==> config.mk <==
export PLATFORM = sky130hd
export DESIGN_NAME = roulette_wheel_spinner
export DESIGN_NICKNAME = d
export VERILOG_FILES = /design/src/rtl/roulette_wheel_spinner.sv
export SDC_FILE = /design/constraint.sdc
export NUM_CORES = 1
export LEC_CHECK = 0
export ABC_CLOCK_PERIOD_IN_PS = 4950
export BUFFER_PORTS_ARGS = -buffer_cell sky130_fd_sc_hd__buf_2
export CAP_MARGIN = 10
export CELL_PAD_IN_SITES_DETAIL_PLACEMENT = 1
export CELL_PAD_IN_SITES_GLOBAL_PLACEMENT = 1
export CORE_ASPECT_RATIO = 0.75
export CORE_MARGIN = 2
export CORE_UTILIZATION = 50
export DETAILED_ROUTE_END_ITERATION = 7
export PLACE_DENSITY = 0.84
export SKIP_CTS_REPAIR_TIMING = 1
export SYNTH_ARGS = -nofsm -noshare
export SYNTH_HDL_FRONTEND = slang
export SYNTH_SLANG_ARGS = --single-unit
==> constraint.sdc <==
create_clock -name Clock -period 4.95 [get_ports Clock]
set_input_delay 0.2475 -clock Clock [delete_from_list [all_inputs] [get_ports Clock]]
set_output_delay 0.2475 -clock Clock [all_outputs]
set_load 0.01 [all_outputs]
==> src/rtl/roulette_wheel_spinner.sv <==
// Roulette result generator: a free-running Galois LFSR draws a target in 1..31,
// then the wheel steps with a lengthening period and stops on that target.
module roulette_wheel_spinner #(
    parameter logic [15:0] SEED         = 16'hACE1,
    parameter logic [15:0] START_PERIOD = 16'd4,
    parameter logic [15:0] PERIOD_INC   = 16'd2,
    parameter logic [15:0] STOP_PERIOD  = 16'd40
) (
    input  logic        Clock,
    input  logic        reset,
    input  logic        spin_req,
    input  logic        result_ack,
    output logic [4:0]  randnum,
    output logic        randnum_valid,
    output logic        busy,
    output logic [4:0]  wheel_pos,
    output logic [7:0]  spin_count,
    output logic [1:0]  dbg_state_o,
    output logic [15:0] dbg_lfsr_o
);

    typedef enum logic [1:0] {
        IDLE = 2'd0,
        DRAW = 2'd1,
        SPIN = 2'd2,
        HOLD = 2'd3
    } state_t;

    state_t      state_q;
    logic [15:0] lfsr_q;
    logic [15:0] lfsr_d;
    logic [4:0]  target_q;
    logic [15:0] period_q;
    logic [15:0] period_d;
    logic [15:0] cnt_q;
    logic [4:0]  wheel_pos_q;
    logic [4:0]  wheel_pos_d;
    logic [4:0]  randnum_q;
    logic        randnum_valid_q;
    logic        busy_q;
    logic [7:0]  spin_count_q;
    logic [16:0] period_sum;
    logic        step;

    always_comb begin
        // An all-zero LFSR would lock up, so it is reseeded instead of shifted.
        if (lfsr_q == 16'd0) begin
            lfsr_d = SEED;
        end else begin
            lfsr_d = {1'b0, lfsr_q[15:1]} ^ (lfsr_q[0] ? 16'hB400 : 16'h0000);
        end
        wheel_pos_d = (wheel_pos_q == 5'd31) ? 5'd1 : wheel_pos_q + 5'd1;
        period_sum  = {1'b0, period_q} + {1'b0, PERIOD_INC};
        period_d    = period_sum[16] ? 16'hFFFF : period_sum[15:0];
        step        = (cnt_q == period_q - 16'd1);
    end

    always_ff @(posedge Clock or posedge reset) begin
        if (reset) begin
            state_q         <= IDLE;
            lfsr_q          <= SEED;
            target_q        <= 5'd1;
            period_q        <= START_PERIOD;
            cnt_q           <= 16'd0;
            wheel_pos_q     <= 5'd1;
            randnum_q       <= 5'd0;
            randnum_valid_q <= 1'b0;
            busy_q          <= 1'b0;
            spin_count_q    <= 8'd0;
        end else begin
            lfsr_q <= lfsr_d;
            case (state_q)
                IDLE: begin
                    if (spin_req) begin
                        state_q <= DRAW;
                        busy_q  <= 1'b1;
                    end
                end
                DRAW: begin
                    // A zero draw is rejected and retried so 1..31 stay equally likely.
                    if (lfsr_q[4:0] != 5'd0) begin
                        target_q <= lfsr_q[4:0];
                        period_q <= START_PERIOD;
                        cnt_q    <= 16'd0;
                        state_q  <= SPIN;
                    end
                end
                SPIN: begin
                    if (step) begin
                        cnt_q       <= 16'd0;
                        wheel_pos_q <= wheel_pos_d;
                        period_q    <= period_d;
                        if ((period_q >= STOP_PERIOD) && (wheel_pos_d == target_q)) begin
                            state_q         <= HOLD;
                            randnum_q       <= target_q;
                            randnum_valid_q <= 1'b1;
                            busy_q          <= 1'b0;
                            spin_count_q    <= spin_count_q + 8'd1;
                        end
                    end else begin
                        cnt_q <= cnt_q + 16'd1;
                    end
                end
                HOLD: begin
                    if (result_ack) begin
                        state_q         <= IDLE;
                        randnum_valid_q <= 1'b0;
                    end
                end
                default: state_q <= IDLE;
            endcase
        end
    end

    assign randnum       = randnum_q;
    assign randnum_valid = randnum_valid_q;
    assign busy          = busy_q;
    assign wheel_pos     = wheel_pos_q;
    assign spin_count    = spin_count_q;
    assign dbg_state_o   = state_q;
    assign dbg_lfsr_o    = lfsr_q;

endmodule

== Yosys cells after proc, flatten, opt, wreduce, memory -nomap -nowiden ==
Cells that the tools add are included.

* Add/sub/neg operators: 5
* Magnitude comparators: 1
* Eq/ne operators: 11
* Mux-type cells: 24
* Bitwise gates (word level): 1
* Reductions and logical operators: 15

{| class="wikitable"
|+ Operator list
! cell !! number
|-
| $mux 16 || 7
|-
| $pmux 16 s2 || 2
|-
| $add 16x2->17 const B || 1
|-
| $add 16x1->16 const B || 1
|-
| $eq 16x16->1 || 1
|-
| $ge 16x6->1 const B || 1
|-
| $logic_not 16->1 || 1
|-
| $sub 16x1->16 const B || 1
|-
| $xor 15x16->16 || 1
|-
| $mux 2 || 5
|-
| $ne 2x2->1 const B || 5
|-
| $add 8x1->8 const B || 1
|-
| $pmux 2 s4 || 1
|-
| $reduce_and 4->1 || 2
|-
| $mux 1 || 6
|-
| $reduce_and 2->1 || 3
|-
| $reduce_and 3->1 || 2
|-
| $reduce_bool 2->1 || 3
|-
| $add 5x1->5 const B || 1
|-
| $eq 5x5->1 || 1
|-
| $eq 5x5->1 const B || 1
|-
| $mux 5 || 1
|-
| $reduce_and 5->1 || 1
|-
| $reduce_bool 5->1 || 1
|-
| other kinds (5) || 7
|}

* Register bits after elaboration: 75
* Bits of input ports: 4
* Output and inout bits: 38
* Word-level logic and storage cells: 67

== Depth between registers and ports, before layout ==
* Depth in word-level cells: 7
* Depth in mapped cells: 11
* Mapped depth without buffers: 10

== Worst setup path before layout ==
No wires, ideal clock.

* Path kind: reg-to-reg
* Start point: register wheel_pos_q[0], in the netlist wheel_pos[0]
* End point: register state_q[1], in the netlist dbg_state_o[1]
* Library setup time: 0.125 ns
* Arrival time: 2.750 ns
* Path slack: 2.075 ns
* Stages on the path, launching flop included: 11
* Path buffers: 1
* Period minus slack after synthesis: 2.875 ns
* Cell sequence: dfstp_2 > ha_1 > and3_2 > ha_1 > clkbuf_1 > a21oi_1 > o311ai_2 > nand4_4 > nor4_2 > o21bai_2 > mux2_4

* Word-level cells in the longest chain between the ends: 6

{| class="wikitable"
|+ RTL lines
! item !! line !! RTL
|-
| start: declaration || 36 || <nowiki>logic [4:0] wheel_pos_q;</nowiki>
|-
| start signal: assignment || 91 || <nowiki>wheel_pos_q <= wheel_pos_d;</nowiki>
|-
| $add 5x1->5 / $eq 5x5->1 (equally long branches) || 52 || <nowiki>wheel_pos_d = (wheel_pos_q == 5'd31) ? 5'd1 : wheel_pos_q + 5'd1;</nowiki>
|-
| $mux 5 (*) || 52 ||
|-
| $eq 5x5->1 (*) || 93 || <nowiki>if ((period_q >= STOP_PERIOD) && (wheel_pos_d == target_q)) begin</nowiki>
|-
| $logic_and 1x1->1 (*) || 93 ||
|-
| $ne 2x2->1 (no line) (*) || n/a ||
|-
| $reduce_and 5->1 (no line) (*) || n/a ||
|-
| end signal: assignment || 94 || <nowiki>state_q <= HOLD;</nowiki>
|-
| end signal: assignment || 106 || <nowiki>state_q <= IDLE;</nowiki>
|-
| end signal: assignment || 110 || <nowiki>default: state_q <= IDLE;</nowiki>
|-
| end: declaration || 29 || <nowiki>state_t state_q;</nowiki>
|}

Every way passes the cells marked *; elsewhere a longest branch is shown, timed or not.
A chain may end at the register's enable or synchronous reset.

== Worst setup path after layout ==
Ends and elaborated chain as after synthesis.

==> run metrics <==
IO Pins 42; CP max stage cell nor4_2; R2R Path Start wheel_pos[0]; hold path depth 4; Async S/R FF share, synth 1.00; Synth Area in Simple Gates 0.237; CTS tree built; number of flops mapped to enable cells by yosys 0; die width 113 um; Core Util, Final 0.583; final max-slew violation count 0; Die Height 86.0 um; vias post-DR 3622; crit path DAT 3.48 ns; Crit path buffers/inverters 0; clock slew at reported path FFs 0.06 ns; crit end category flip-flop; DRC violation count after routing 0; row count 29; vias per std cell 5.94; clk sinks 75; CP top delay family simple AND/OR/NAND/NOR gates; Syn Nets 490; WP data required 5.19 ns; Hold WC Path Type input port to flip-flop; Fillers 1003; Area growth syn-to-layout 11.3%; adder-cell share of the synthesized area 0.0307; Static Leak 0.00227 uW; distinct cell type count after synthesis 73; DP Area 4690 um^2; Worst path most repeated cell ha_1; Worst R2R Path Depth 9; clock latency on the worst-skew pair 0.35 ns; flops & latches, synth 75; FF/Latch Area 1890 um^2; clock skew 0.00857 ns; Mapped Cells 475; total power 1300 uW; fin crit period 3.24 ns; die area 9740 um^2; Multi-input gate area 2330 um^2; vias in the first global route 3850; gpl congestion 0.829; H-tree levels 3; Fin Setup TNS 0 ns; initial antenna violation count 0; Hold Violations, Final 0; Max IR drop VDD 0.148 mV; gr usage total 0.255; Slew headroom 0.288; Worst setup SP type flip-flop; drt total wl 11700 um; synth warn 0; critical-path cell list ha_1 > and3_2 > ha_1 > or4_4 > o311ai_2 > nand4_4 > nor4_2 > o21bai_2 > mux2_4; Tcrit/Tclk final 0.654; GRT Residual Overflow 0; pin count of the biggest net entering global routing 76; hold path endpoint randnum_valid; # nets final 512; worst slack, placed 1.77 ns; Clock Root Buffer clkbuf_16; Initial Util 0.523; Antenna diodes 0; share of layout cells above drive strength 1 0.213; Placeable Area 8560 um^2; Cell Area, Synth 4480 um^2; mux contribution to synthesized area 0.0374; Largest stage delay, worst path 0.61 ns; DRT iter0 DRCs 174; CTS Buf Count 9; xor/xnor share of the synthesized area 0.0935; Worst Tran Pin Value 1.06 ns; sequential area share after synthesis 0.422; FF-to-FF setup slack 1.71 ns; drt first pass iters 4; R2R Path End dbg_state_o[1]; first-pass GRT wire length 19400 um; Longest Clk Path Bufs 2; post-route setup slack 1.71 ns; Post-DRT Antenna Nets 0; critical-path maximum fanout 11; Post-DP HPWL 7930 um; Crit Path Class flip-flop to flip-flop; Max Clk Rate 309 MHz; Primary FF master, synth dfrtp_1; hold path start result_ack; Synth Area in Compound Gates 0.121; IO buf count 41; power per standard cell area 261 nW/um^2; main combinational cell family by area after synthesis simple AND/OR/NAND/NOR gates; syn_area_per_cell 9.43 um^2; outcome complete, no violations; design area 4990 um^2; Avg WL per Cell 19.2 um; RSZ-0062 raised after global routing false; max cap viols 0; Setup violations, final 0
==> cell usage in the layout, fill, tap and decap left out, drive strengths merged, types with 4 or more instances in the layout <==
cell,n
a21oi,12
a31oi,4
and3,8
buf,44
clkbuf,10
dfrtp,64
dfstp,11
ha,11
inv,31
mux2,9
mux2i,4
nand2,41
nand2b,5
nand3,21
nand4,16
nor2,28
nor3,15
nor4,15
o21ai,45
or2,8
or4,4
xnor2,25
xor2,22
==> kinds of logic (layout without fill, tap and decap cells) <==
family                   Yosys count  in the layout
AND/OR/NAND/NOR                  182            182
AO/OA/AOI/OAI                     86             86
flip-flops                        75             75
buffers and inverters             61             88
XOR/XNOR                          47             47
multiplexers                      13             13
adder cells (fa/ha/maj)           11             11
==> flip-flops by register name, summed over array words and instances (netlist names) <==
signal and flops:
busy 1, cnt_q 16, dbg_lfsr_o 16, dbg_state_o 2, period_q 16, randnum 5, randnum_valid 1, spin_count 8
target_q 5, wheel_pos 5
==> per-layer routing <==
metal / GRT usage / part of all wire
met1: 0.356 / 0.47
met2: 0.400 / 0.47
met3: 0.0572 / 0.045
met4: 0.0820 / 0.015
met5: 0 / 0
==> synth_stat cells, drive strengths merged (5+ instances only) <==
master | n | area share
ha | 11 | 0.031
xor2 | 22 | 0.043
nand3 | 21 | 0.023
xnor2 | 25 | 0.051
and3 | 8 | 0.011
nor4 | 15 | 0.027
dfstp | 11 | 0.065
or2 | 8 | 0.011
nor3 | 15 | 0.017
mux2 | 9 | 0.028
nor2 | 28 | 0.023
nand2 | 41 | 0.034
o21ai | 45 | 0.050
nand2b | 5 | 0.0070
dfrtp | 64 | 0.36
buf | 12 | 0.017
inv | 28 | 0.023
clkbuf | 21 | 0.018
nand4 | 16 | 0.027
a21oi | 12 | 0.014
==> worst max-delay path by stage <==
stage / start / endpoint / slack [ns] / cells past startpoint
after floorplan: wheel_pos[0] / dbg_state_o[1] / 2.07 / 10
after global placement: wheel_pos[0] / dbg_state_o[1] / 1.90 / 9
after detailed placement: wheel_pos[0] / dbg_state_o[1] / 1.77 / 9
after CTS: wheel_pos[0] / dbg_state_o[1] / 1.71 / 9
after global routing: period_q[1] / randnum[3] / 1.40 / 9
final: wheel_pos[0] / dbg_state_o[1] / 1.71 / 9
==> worst reg2reg max path, cell delays in order (launching register included) <==
cell,delay [ns]
dfstp_2,0.42
ha_1,0.26
and3_2,0.23
ha_1,0.30
or4_4,0.55
o311ai_2,0.10
nand4_4,0.20
nor4_2,0.61
o21bai_2,0.14
mux2_4,0.31
==> power breakdown <==
group,switching [uW],leakage [uW],internal [uW],total (uW)
Clock,281,0.000140,396,676
Combinational,12.1,0.00118,1.63,13.7
Sequential,0,0.000948,613,613
==> area by class of cell <==
| type | count | share of cell area |
|---|---|---|
| Multi-Input combinational cell | 339 | 0.467 |
| Sequential cell | 75 | 0.379 |
| Clock buffer | 10 | 0.0459 |
| Timing Repair Buffer | 44 | 0.0456 |
| Tap cell | 108 | 0.0271 |
| Inverter | 28 | 0.0211 |
| Clock inverter | 6 | 0.0143 |
==> through the flow <==
| step | hold slack, ns | instances |
|---|---|---|
| final | 0.172 | 610 |
| after global routing | 0.201 | 610 |
| after CTS | 0.164 | 610 |
| after detailed placement | 0.394 | 594 |
| after global placement | 0.391 | 594 |
| after floorplan | 0.425 | 475 |
(Power assumes the default switching activity.)
